File: config.mk
export PLATFORM = sky130hd
export DESIGN_NAME = control_ajuste
export DESIGN_NICKNAME = d
export VERILOG_FILES = /design/src/rtl/control_ajuste.sv
export SDC_FILE = /design/constraint.sdc
export NUM_CORES = 1
export LEC_CHECK = 0
export ABC_AREA = 1
export CORE_UTILIZATION = 35
export CTS_CLUSTER_DIAMETER = 30
export CTS_CLUSTER_SIZE = 12
export DETAILED_ROUTE_END_ITERATION = 8
export HOLD_SLACK_MARGIN = 0.02
export PLACE_DENSITY = 0.58
export SLEW_MARGIN = 20
export SYNTH_ARGS = -nofsm -noshare
export SYNTH_HDL_FRONTEND = slang
export SYNTH_SLANG_ARGS = --single-unit
File: constraint.sdc
create_clock -name clock -period 4.4 [get_ports clock]
set_clock_uncertainty 0.05 [all_clocks]
set_input_delay 0.88 -clock clock [delete_from_list [all_inputs] [get_ports clock]]
set_output_delay 0.88 -clock clock [all_outputs]
set_load 0.02 [all_outputs]
File: src/rtl/control_ajuste.sv
// control_ajuste: debounced two-button controller sequencing run/set-hours/set-minutes
// with auto-repeat increments, inactivity timeout and blink masks.
module control_ajuste #(
  parameter int DEB_CYC     = 4,
  parameter int HOLD_CYC    = 20,
  parameter int REP_CYC     = 8,
  parameter int TIMEOUT_CYC = 100,
  parameter int BLINK_CYC   = 10,
  parameter int CW          = 24
) (
  input  logic       clock,
  input  logic       reset,
  input  logic       btn_modo,
  input  logic       btn_inc,
  output logic [1:0] modo,
  output logic       inc_horas,
  output logic       inc_minutos,
  output logic       run_en,
  output logic       vis_horas,
  output logic       vis_minutos
);
  typedef enum logic [1:0] {RUN = 2'd0, SET_H = 2'd1, SET_M = 2'd2} modo_t;
  logic [1:0] raw, press, level;
  assign raw = {btn_inc, btn_modo};
  for (genvar b = 0; b < 2; b++) begin : g_btn
    logic [1:0] sy;
    logic lvl, lvl_q;
    logic [CW-1:0] cnt;
    always_ff @(posedge clock or posedge reset)
      if (reset) begin
        sy <= 2'b00;
        lvl <= 1'b0;
        lvl_q <= 1'b0;
        cnt <= '0;
      end else begin
        sy <= {sy[0], raw[b]};
        lvl_q <= lvl;
        if (sy[1] == lvl) cnt <= '0;
        else if (cnt == CW'(DEB_CYC - 1)) begin
          lvl <= ~lvl;
          cnt <= '0;
        end else cnt <= cnt + 1'b1;
      end
    assign press[b] = lvl & ~lvl_q;
    assign level[b] = lvl;
  end
  modo_t st;
  logic rep_act, first, phase;
  logic [CW-1:0] rep_cnt, tmo, bcnt;
  logic rep_hit;
  // first repeat waits HOLD_CYC after the initial pulse, later ones REP_CYC
  assign rep_hit = rep_act && level[1] && rep_cnt == (first ? CW'(HOLD_CYC - 1) : CW'(REP_CYC - 1));
  always_ff @(posedge clock or posedge reset)
    if (reset) begin
      st <= RUN;
      inc_horas <= 1'b0;
      inc_minutos <= 1'b0;
      rep_act <= 1'b0;
      first <= 1'b0;
      rep_cnt <= '0;
      tmo <= '0;
      bcnt <= '0;
      phase <= 1'b1;
    end else begin
      inc_horas <= 1'b0;
      inc_minutos <= 1'b0;
      if (press[0] || st == RUN) begin
        if (press[0]) st <= st == RUN ? SET_H : st == SET_H ? SET_M : RUN;
        rep_act <= 1'b0;
        rep_cnt <= '0;
        tmo <= '0;
        bcnt <= '0;
        phase <= 1'b1;
      end else begin
        if (press[1] || rep_hit) begin
          inc_horas <= st == SET_H;
          inc_minutos <= st == SET_M;
          rep_act <= 1'b1;
          first <= press[1];
          rep_cnt <= '0;
          tmo <= '0;
        end else begin
          rep_act <= rep_act & level[1];
          rep_cnt <= rep_act ? rep_cnt + 1'b1 : '0;
          if (tmo == CW'(TIMEOUT_CYC - 1)) st <= RUN;
          tmo <= tmo == CW'(TIMEOUT_CYC - 1) ? '0 : tmo + 1'b1;
        end
        bcnt <= bcnt == CW'(BLINK_CYC - 1) ? '0 : bcnt + 1'b1;
        if (bcnt == CW'(BLINK_CYC - 1)) phase <= ~phase;
      end
    end
  assign modo = st;
  assign run_en = st == RUN;
  assign vis_horas = !(st == SET_H && !phase);
  assign vis_minutos = !(st == SET_M && !phase);
endmodule

# Word-level counts from Yosys, hierarchy flattened
# Cells that the tools add are included.
totals:
  register_bits: 135
  input_bits: 4
  out_inout_bits: 7
  word_cells: 87
op_classes:
  addsub: 5
  eq_ne: 11
  muxes: 27
  bitwise: 11
  reduce_logical: 16
ops:
  columns: ["cell", "n"]
  rows:
  - ["$mux W24", 12]
  - ["$add A24 B1 Y24 const B", 5]
  - ["$eq A24 B2 Y1 const B", 2]
  - ["$eq A24 B4 Y1 const B", 1]
  - ["$eq A24 B5 Y1", 1]
  - ["$eq A24 B7 Y1 const B", 1]
  - ["$mux W2", 6]
  - ["$mux W1", 8]
  - ["$not A1 Y1", 8]
  - ["$reduce_and A2 Y1", 3]
  - ["$mux W5", 1]
  - ["$logic_and A1 B1 Y1", 4]
  - ["$ne A2 B2 Y1 const B", 2]
  - ["$reduce_bool A2 Y1", 2]
  - ["$and A1 B1 Y1", 3]
  - ["$logic_not A1 Y1", 3]
  - ["$reduce_and A3 Y1", 1]
  - ["$eq A1 B1 Y1", 2]
  - ["$eq A2 B1 Y1 const B", 1]
  - ["$eq A2 B2 Y1 const B", 1]
  - ["$logic_not A2 Y1", 1]
  - ["$logic_or A1 B1 Y1", 2]

# Logic depth before layout (Yosys ltp)
# Gate-level depths: netlist of run 1.
logic_depth:
  depth_word: 6
  depth_mapped: 11
  ltp_nobuf: 11

# Least setup slack after synthesis of run 1
# Ideal clock, no wire load.
synth_path:
  path_kind: "reg2out"
  from: "reg st[0], in the netlist modo[0]"
  to: "out vis_horas"
  t_arrival_ns: 0.863
  t_required_ns: 3.470
  slack_ns: 2.607
  stages_incl_launch_ff: 4
  path_buffers: 0
  path_cell_list: "dfrtp_1 > inv_1 > nor2_1 > nand2_1"
synth_via:
  elab_chain_len: 3
synth_rtl:
  columns: ["element", "line_no", "source"]
  rows:
  - ["from (decl)", "47", "modo_t st;"]
  - ["from (signal assigned)", "68", "if (press[0]) st <= st == RUN ? SET_H : st == SET_H ? SET_M : RUN;"]
  - ["$eq A2 B1 Y1", "94", "assign vis_horas = !(st == SET_H && !phase);"]
  - ["$logic_and A1 B1 Y1", "94", null]
  - ["$logic_not A1 Y1", "94", null]
  - ["to (decl)", "19", "output logic vis_horas,"]
# No other way between the ends.

# Worst setup path after layout of run 1
layout_path:
  from: "reg st[1], in the netlist modo[1]"
  to: "out run_en"
layout_via:
  elab_chain_len: 1
layout_rtl:
  columns: ["element", "line_no", "source"]
  rows:
  - ["$logic_not A2 Y1", "93", "assign run_en = st == RUN;"]
  - ["to (decl)", "18", "output logic run_en,"]
# No other way between the ends.

==> impl_metrics.csv, run 1 <==
group,metric,value,unit
flow_run,cap_violations,0,
setup_path,critical_path.top_delay_family,"buffers and inverters",
sta,rsz0062_at_grt,"false",
sta,maxSlewHeadroom,0.447,
floorplanning,row_count,53,
cts,clock_sinks,135,
cells_and_area,final_nets,1078,
cts,hold_buffers,0,
grt,first_global_vias,6215,
placed_design,port_buffers,10,
pwr,p_per_area,373,mW/mm²
grt,grtUsageTotal,0.165,
pwr,p_leak,0.00356,µW
grt,grt_max_degree,50,
placed_design,place.gp.congestion,0.887,
setup_path,required,3.47,ns
pwr,ir_drop,0.200,mV
setup_path,r2r_end,"tmo[14]$_DFF_PP0_",
floorplanning,start_util,0.361,
cells_and_area,areaGrowthSynthToFinish,12.2,%
yosys,synth_nets,1056,
sta,final_max_slew_viol_count,0,
cts,h-tree-depth,4,
setup_path,critPathArrivalTime,1.88,ns
yosys,synth_cell_types,33,
cts,clk-insertion-delay-late,0.42,ns
routing,drc,0,
floorplanning,io_pins,11,
sta,fin_crit,2.81,ns
grt,gr-total-overflow,0,
pwr,total_power,3220,µW
cells_and_area,design_area,0.00863,mm²
yosys,synth-edff-count,0,
yosys,synth_area,0.00769,mm²
setup_path,cpPeakStageDelay,0.68,ns
setup_path,worstSetupPathType,"reg2out",
sta,clock.fmax,0.355,GHz
routing,wl_per_cell,12.6,µm
cells_and_area,n_antenna_cell,0,
cells_and_area,final_cell_mix,"nor2_1, nand2_1, dfrtp_1, inv_1, nand3_1",
routing,viasPerCell,4.70,
floorplanning,die-height,150,µm
cts,tritoncts,"yes",
setup_path,crit_fanout,7,
yosys,ys_seq_area_frac,0.439,
routing,ant_nets,0,
floorplanning,dieArea,0.0226,mm²
placed_design,dp_hpwl,12.7,mm
yosys,ys.flop_type,"dfrtp_1",
setup_path,reg2reg_slack,2.11,ns
placed_design,placed_area,0.00811,mm²
setup_path,r2r_cells,8,
routing,vias,6344,
cts,cts_buffers,17,
placed_design,pre_cts_ws,2.00,ns
setup_path,cp_cell_sequence,"nor2_2 > clkdlybuf4s50_1",
hold_path,hp-class,"reg2reg",
floorplanning,core-area,0.0213,mm²
yosys,async_reset_ff_frac,1.00,
sta,period_share,0.639,
setup_path,critPathLaunchType,"register",
cells_and_area,drive_gt1_frac,0.0790,
grt,antenna_found_initial,0,
hold_path,hold_path_depth,0,
sta,setup-tns-final,0,ns
sta,setup_viol,0,
cts,cts_setup_buffers,0,
setup_path,worstPathBufferInverterCount,1,
sta,tightest_slew,0.827,ns
cells_and_area,final_common_cell,"nor2_1",
sta,hold_violations,0,
routing,drtPass1Iterations,4,
sta,final.setup.worst_slack,1.59,ns
routing,routed_wl,17.0,mm
routing,drt-initial-drc-count,346,
cts,clkTransAtPathRegs,0.05,ns
yosys,netlist_instances,1046,
run_status,status,"completed",
yosys,ys_ff_latch,135,
cts,clockRootBuffer,"clkbuf_16",
yosys,ys.warnings.count,0,
cts,post_cts_resized,0,
floorplanning,die_w,150,µm
hold_path,worstHoldStart,"g_btn[0].sy[0]$_DFF_PP0_",
setup_path,r2r-start,"rep_cnt[0]$_DFF_PP0_",
cts,cts_max_path_buffers,2,
grt,grt_pass1_wl,29.4,mm
setup_path,critPathCaptureType,"primary output",
yosys,syn_area_per_cell,7.35,µm²
setup_path,cpMaxStageDelayCell,"clkdlybuf4s50_1",
hold_path,holdPathEnd,"g_btn[0].sy[1]$_DFF_PP0_",
[layout make-up]
cell class              instances  area, µm²
fillers                      2144      12700
multi-input cells             781       3790
flip-flops and latches        135       3380
clock buffers                  22        474
inverters                     120        454
well taps                     275        344
repair buffers                 13        160
clock inverters                 5       27.5
[kinds of logic (layout without fill, tap and decap cells)]
logic type | Yosys count | in the layout | share of synthesized area
simple gates | 690 | 690 | 0.398
flops | 135 | 135 | 0.439
buf+inv | 130 | 160 | 0.0675
xor+xnor | 59 | 59 | 0.0672
compound gates | 26 | 26 | 0.0184
fa+ha+maj | 6 | 6 | 0.00976
[per-stage QoR]
step                hold slack, ns  utilization  std cells
floorplan                    0.281            -       1046
global placement             0.286        0.381       1323
detailed placement           0.287        0.381       1323
CTS                          0.299        0.405       1350
global route                 0.315        0.405       1351
finish                       0.298        0.405       1351
[flip-flops by register name, summed over array words and instances (netlist names)]
register,cells
g_btn.cnt,48
bcnt,24
rep_cnt,24
tmo,24
g_btn.sy,4
g_btn.lvl,2
g_btn.lvl_q,2
modo,2
first,1
inc_horas,1
inc_minutos,1
phase,1
rep_act,1
[Yosys cell counts, types with 3 or more instances]
cell type / instances / area (µm²)
a211oi_1: 3 / 22.5
a21oi_1: 6 / 30.0
buf_2: 4 / 20.0
buf_6: 3 / 33.8
dfrtp_1: 134 / 3350
ha_1: 6 / 75.1
inv_1: 115 / 432
inv_2: 4 / 15.0
nand2_1: 244 / 916
nand2_2: 8 / 50.1
nand3_1: 61 / 305
nand3_2: 7 / 70.1
nand3b_1: 3 / 22.5
nand4_1: 29 / 181
nor2_1: 249 / 935
nor2_2: 15 / 93.8
nor2_4: 9 / 101
nor3_1: 48 / 240
nor3_2: 7 / 70.1
nor3b_1: 3 / 22.5
o21ai_0: 12 / 60.1
o21ai_1: 3 / 15.0
or2_2: 4 / 25.0
xnor2_1: 17 / 149
xor2_1: 42 / 368
[worst max-delay path by stage]
stage / start / endpoint / slack [ns] / cells after the start
3_5_place_dp: modo[1]$_DFFE_PP0P_ / run_en / 2.00 / 2
2_1_floorplan: reset / bcnt[0]$_DFF_PP0_ / 1.79 / 1
5_1_grt: modo[1]$_DFFE_PP0P_ / run_en / 1.52 / 2
6_report: modo[1]$_DFFE_PP0P_ / run_en / 1.59 / 2
4_1_cts: modo[1]$_DFFE_PP0P_ / run_en / 1.55 / 2
3_3_place_gp: modo[1]$_DFFE_PP0P_ / run_en / 1.99 / 2
[metal layers]
layer  wire (µm)  vias up  share of wire  track usage
met4         265        0          0.016       0.0525
met2        7950       68           0.47        0.272
li1            -     3330              -            -
met3         390       23          0.023       0.0342
met1        8380     2923           0.49        0.216
met5           0        -              0            0
[where the power goes]
group	switching, µW	total, µW	internal [µW]
Combinational	409	548	139
Sequential	95.7	1420	1320
Clock	509	1250	743
Total	1010	3220	2210
No activity file was read; power rests on OpenSTA's default activity.
==> run 2: changes to the inputs <==
==> constraint.sdc (replaced) <==
create_clock -name clock -period 2.4 [get_ports clock]
set_clock_uncertainty 0.05 [all_clocks]
set_input_delay 0.48 -clock clock [delete_from_list [all_inputs] [get_ports clock]]
set_output_delay 0.48 -clock clock [all_outputs]
set_load 0.02 [all_outputs]
==> impl_metrics.csv, run 2 (synthesis gave the netlist of run 1 again) <==
group,metric,value,unit
grt,antenna_found_initial,0,
floorplanning,dieArea,0.0226,mm²
hold_path,hold_path_depth,0,
cells_and_area,n_antenna_cell,0,
grt,grt_max_degree,29,
routing,drc,0,
sta,maxSlewHeadroom,0.561,
setup_path,r2r_cells,8,
sta,hold_violations,0,
cts,clock_sinks,135,
setup_path,cpMaxStageDelayCell,"clkdlybuf4s50_1",
cts,post_cts_resized,0,
floorplanning,die_w,150,µm
cells_and_area,fillers,2250,
placed_design,dp_hpwl,12.8,mm
cells_and_area,design_area,0.00879,mm²
grt,gr-total-overflow,0,
cells_and_area,largest_reg_flops,48,
cells_and_area,areaGrowthSynthToFinish,14.3,%
floorplanning,row_count,53,
cells_and_area,final_cell_mix,"nor2_1, nand2_1, dfrtp_1, inv_1, nand3_1",
floorplanning,core-area,0.0213,mm²
cts,cts_setup_buffers,0,
grt,grtUsageTotal,0.166,
sta,setup-tns-final,0,ns
hold_path,worstHoldStart,"g_btn[1].sy[0]$_DFF_PP0_",
routing,viasPerCell,4.73,
setup_path,critPathLaunchType,"register",
routing,wl_per_cell,12.5,µm
grt,first_global_vias,6193,
routing,routed_wl,17.0,mm
cells_and_area,final_cell_count_no_fill,1362,
cts,hold_buffers,0,
placed_design,pre_cts_ws,0.496,ns
sta,hold_ws,0.301,ns
setup_path,required,1.87,ns
grt,grt_pass1_wl,29.5,mm
cts,cts_max_path_buffers,2,
pwr,combPwrFrac,0.167,
setup_path,critPathArrivalTime,1.78,ns
setup_path,r2r_end,"rep_cnt[21]$_DFF_PP0_",
cts,clkTransAtPathRegs,0.06,ns
pwr,switchingPower,1950,µW
cts,tritoncts,"yes",
hold_path,holdPathEnd,"g_btn[1].sy[1]$_DFF_PP0_",
floorplanning,start_util,0.361,
routing,ant_nets,0,
routing,drtPass1Iterations,4,
placed_design,dp.cells,1330,
sta,tightest_slew,0.657,ns
pwr,p_per_area,723,mW/mm²
pwr,ir_drop,0.459,mV
hold_path,hp-class,"reg2reg",
setup_path,cp_cell_sequence,"nor2_2 > clkdlybuf4s50_1",
placed_design,placed_area,0.00819,mm²
sta,period_share,0.961,
floorplanning,io_pins,11,
setup_path,cpPeakStageDelay,0.65,ns
placed_design,port_buffers,10,
routing,drt-initial-drc-count,334,
pwr,p_leak,0.00364,µW
sta,final.setup.worst_slack,0.0930,ns
pwr,seqPwrFrac,0.409,
run_status,status,"completed",
cts,h-tree-depth,4,
setup_path,critPathCaptureType,"primary output",
cts,cts_buffers,17,
sta,rsz0062_at_grt,"false",
pwr,power.internal,4410,µW
cells_and_area,regMostFlops,"g_btn.cnt",
cells_and_area,final_common_cell,"nor2_1",
placed_design,place.gp.congestion,0.876,
sta,clock.fmax,0.433,GHz
pwr,clockPowerShare,0.424,
routing,vias,6445,
sta,fin_crit,2.31,ns
setup_path,crit_fanout,7,
sta,final_max_slew_viol_count,0,
cells_and_area,drive_gt1_frac,0.0902,
pwr,netSwitchingFraction,0.307,
sta,setup_viol,0,
setup_path,r2r-start,"rep_cnt[0]$_DFF_PP0_",
setup_path,reg2reg_slack,0.53,ns
cts,clockRootBuffer,"clkbuf_16",
flow_run,cap_violations,0,
floorplanning,die-height,150,µm
cts,clk-insertion-delay-late,0.43,ns
cells_and_area,final_nets,1084,
setup_path,worstSetupPathType,"reg2out",
==> run 2: changes by cell type in the layout (fill, tap and decap cells not counted) <==
cell,change
buf_4,+5
clkinv_2,+2
bufinv_16,+3
clkbuf_8,-1
clkinv_4,+1
inv_6,+1
buf_12,+1
clkinvlp_4,+1
clkbuf_1,-2
==> run 2: critical path: cells and delay by family (launching register included) <==
family,cells,cell delay [ns]
buffers and inverters,1,0.65
flip-flops,1,0.45
AND/OR/NAND/NOR,1,0.26
==> run 2: power by group through the flow <==
stage	combinational, µW	clock, µW	sequential (µW)
after floorplan	772	0	2620
after global placement	1100	0	2630
after detailed placement	1090	0	2640
after CTS	1100	2760	2600
after global routing	1220	2850	2630
final	1060	2690	2600
==> run 2: cell type report <==
type | instances | area (µm²) | share of cell area
clock inverter | 13 | 153 | 0.0174
timing repair buffer | 19 | 218 | 0.0248
sequential | 135 | 3380 | 0.384
inverter | 120 | 454 | 0.0517
multi-input combinational | 781 | 3790 | 0.431
tap | 275 | 344 | 0.0391
clock buffer | 19 | 453 | 0.0515
==> run 2: worst max path at each step <==
stage | slack, ns | end | startpoint
after floorplan | 0.19 | bcnt[0]$_DFF_PP0_ | reset
after global placement | 0.52 | rep_cnt[14]$_DFF_PP0_ | rep_cnt[0]$_DFF_PP0_
after detailed placement | 0.50 | rep_cnt[21]$_DFF_PP0_ | rep_cnt[0]$_DFF_PP0_
after CTS | 0.06 | run_en | modo[1]$_DFFE_PP0P_
after global routing | 0.02 | run_en | modo[1]$_DFFE_PP0P_
final | 0.09 | run_en | modo[1]$_DFFE_PP0P_
==> run 2: stage by stage <==
step | utilization | total power [µW]
detailed placement | 0.385 | 3730
global placement | 0.385 | 3720
finish | 0.413 | 6360
floorplan | - | 3390
global route | 0.413 | 6690
CTS | 0.413 | 6460
==> run 2: routing by layer <==
metal	wire length (µm)	vias to the layer above	GRT usage
li1	-	3352	-
met1	8460	2992	0.222
met2	7850	85	0.270
met3	497	16	0.0321
met4	195	0	0.0566
met5	0	-	0
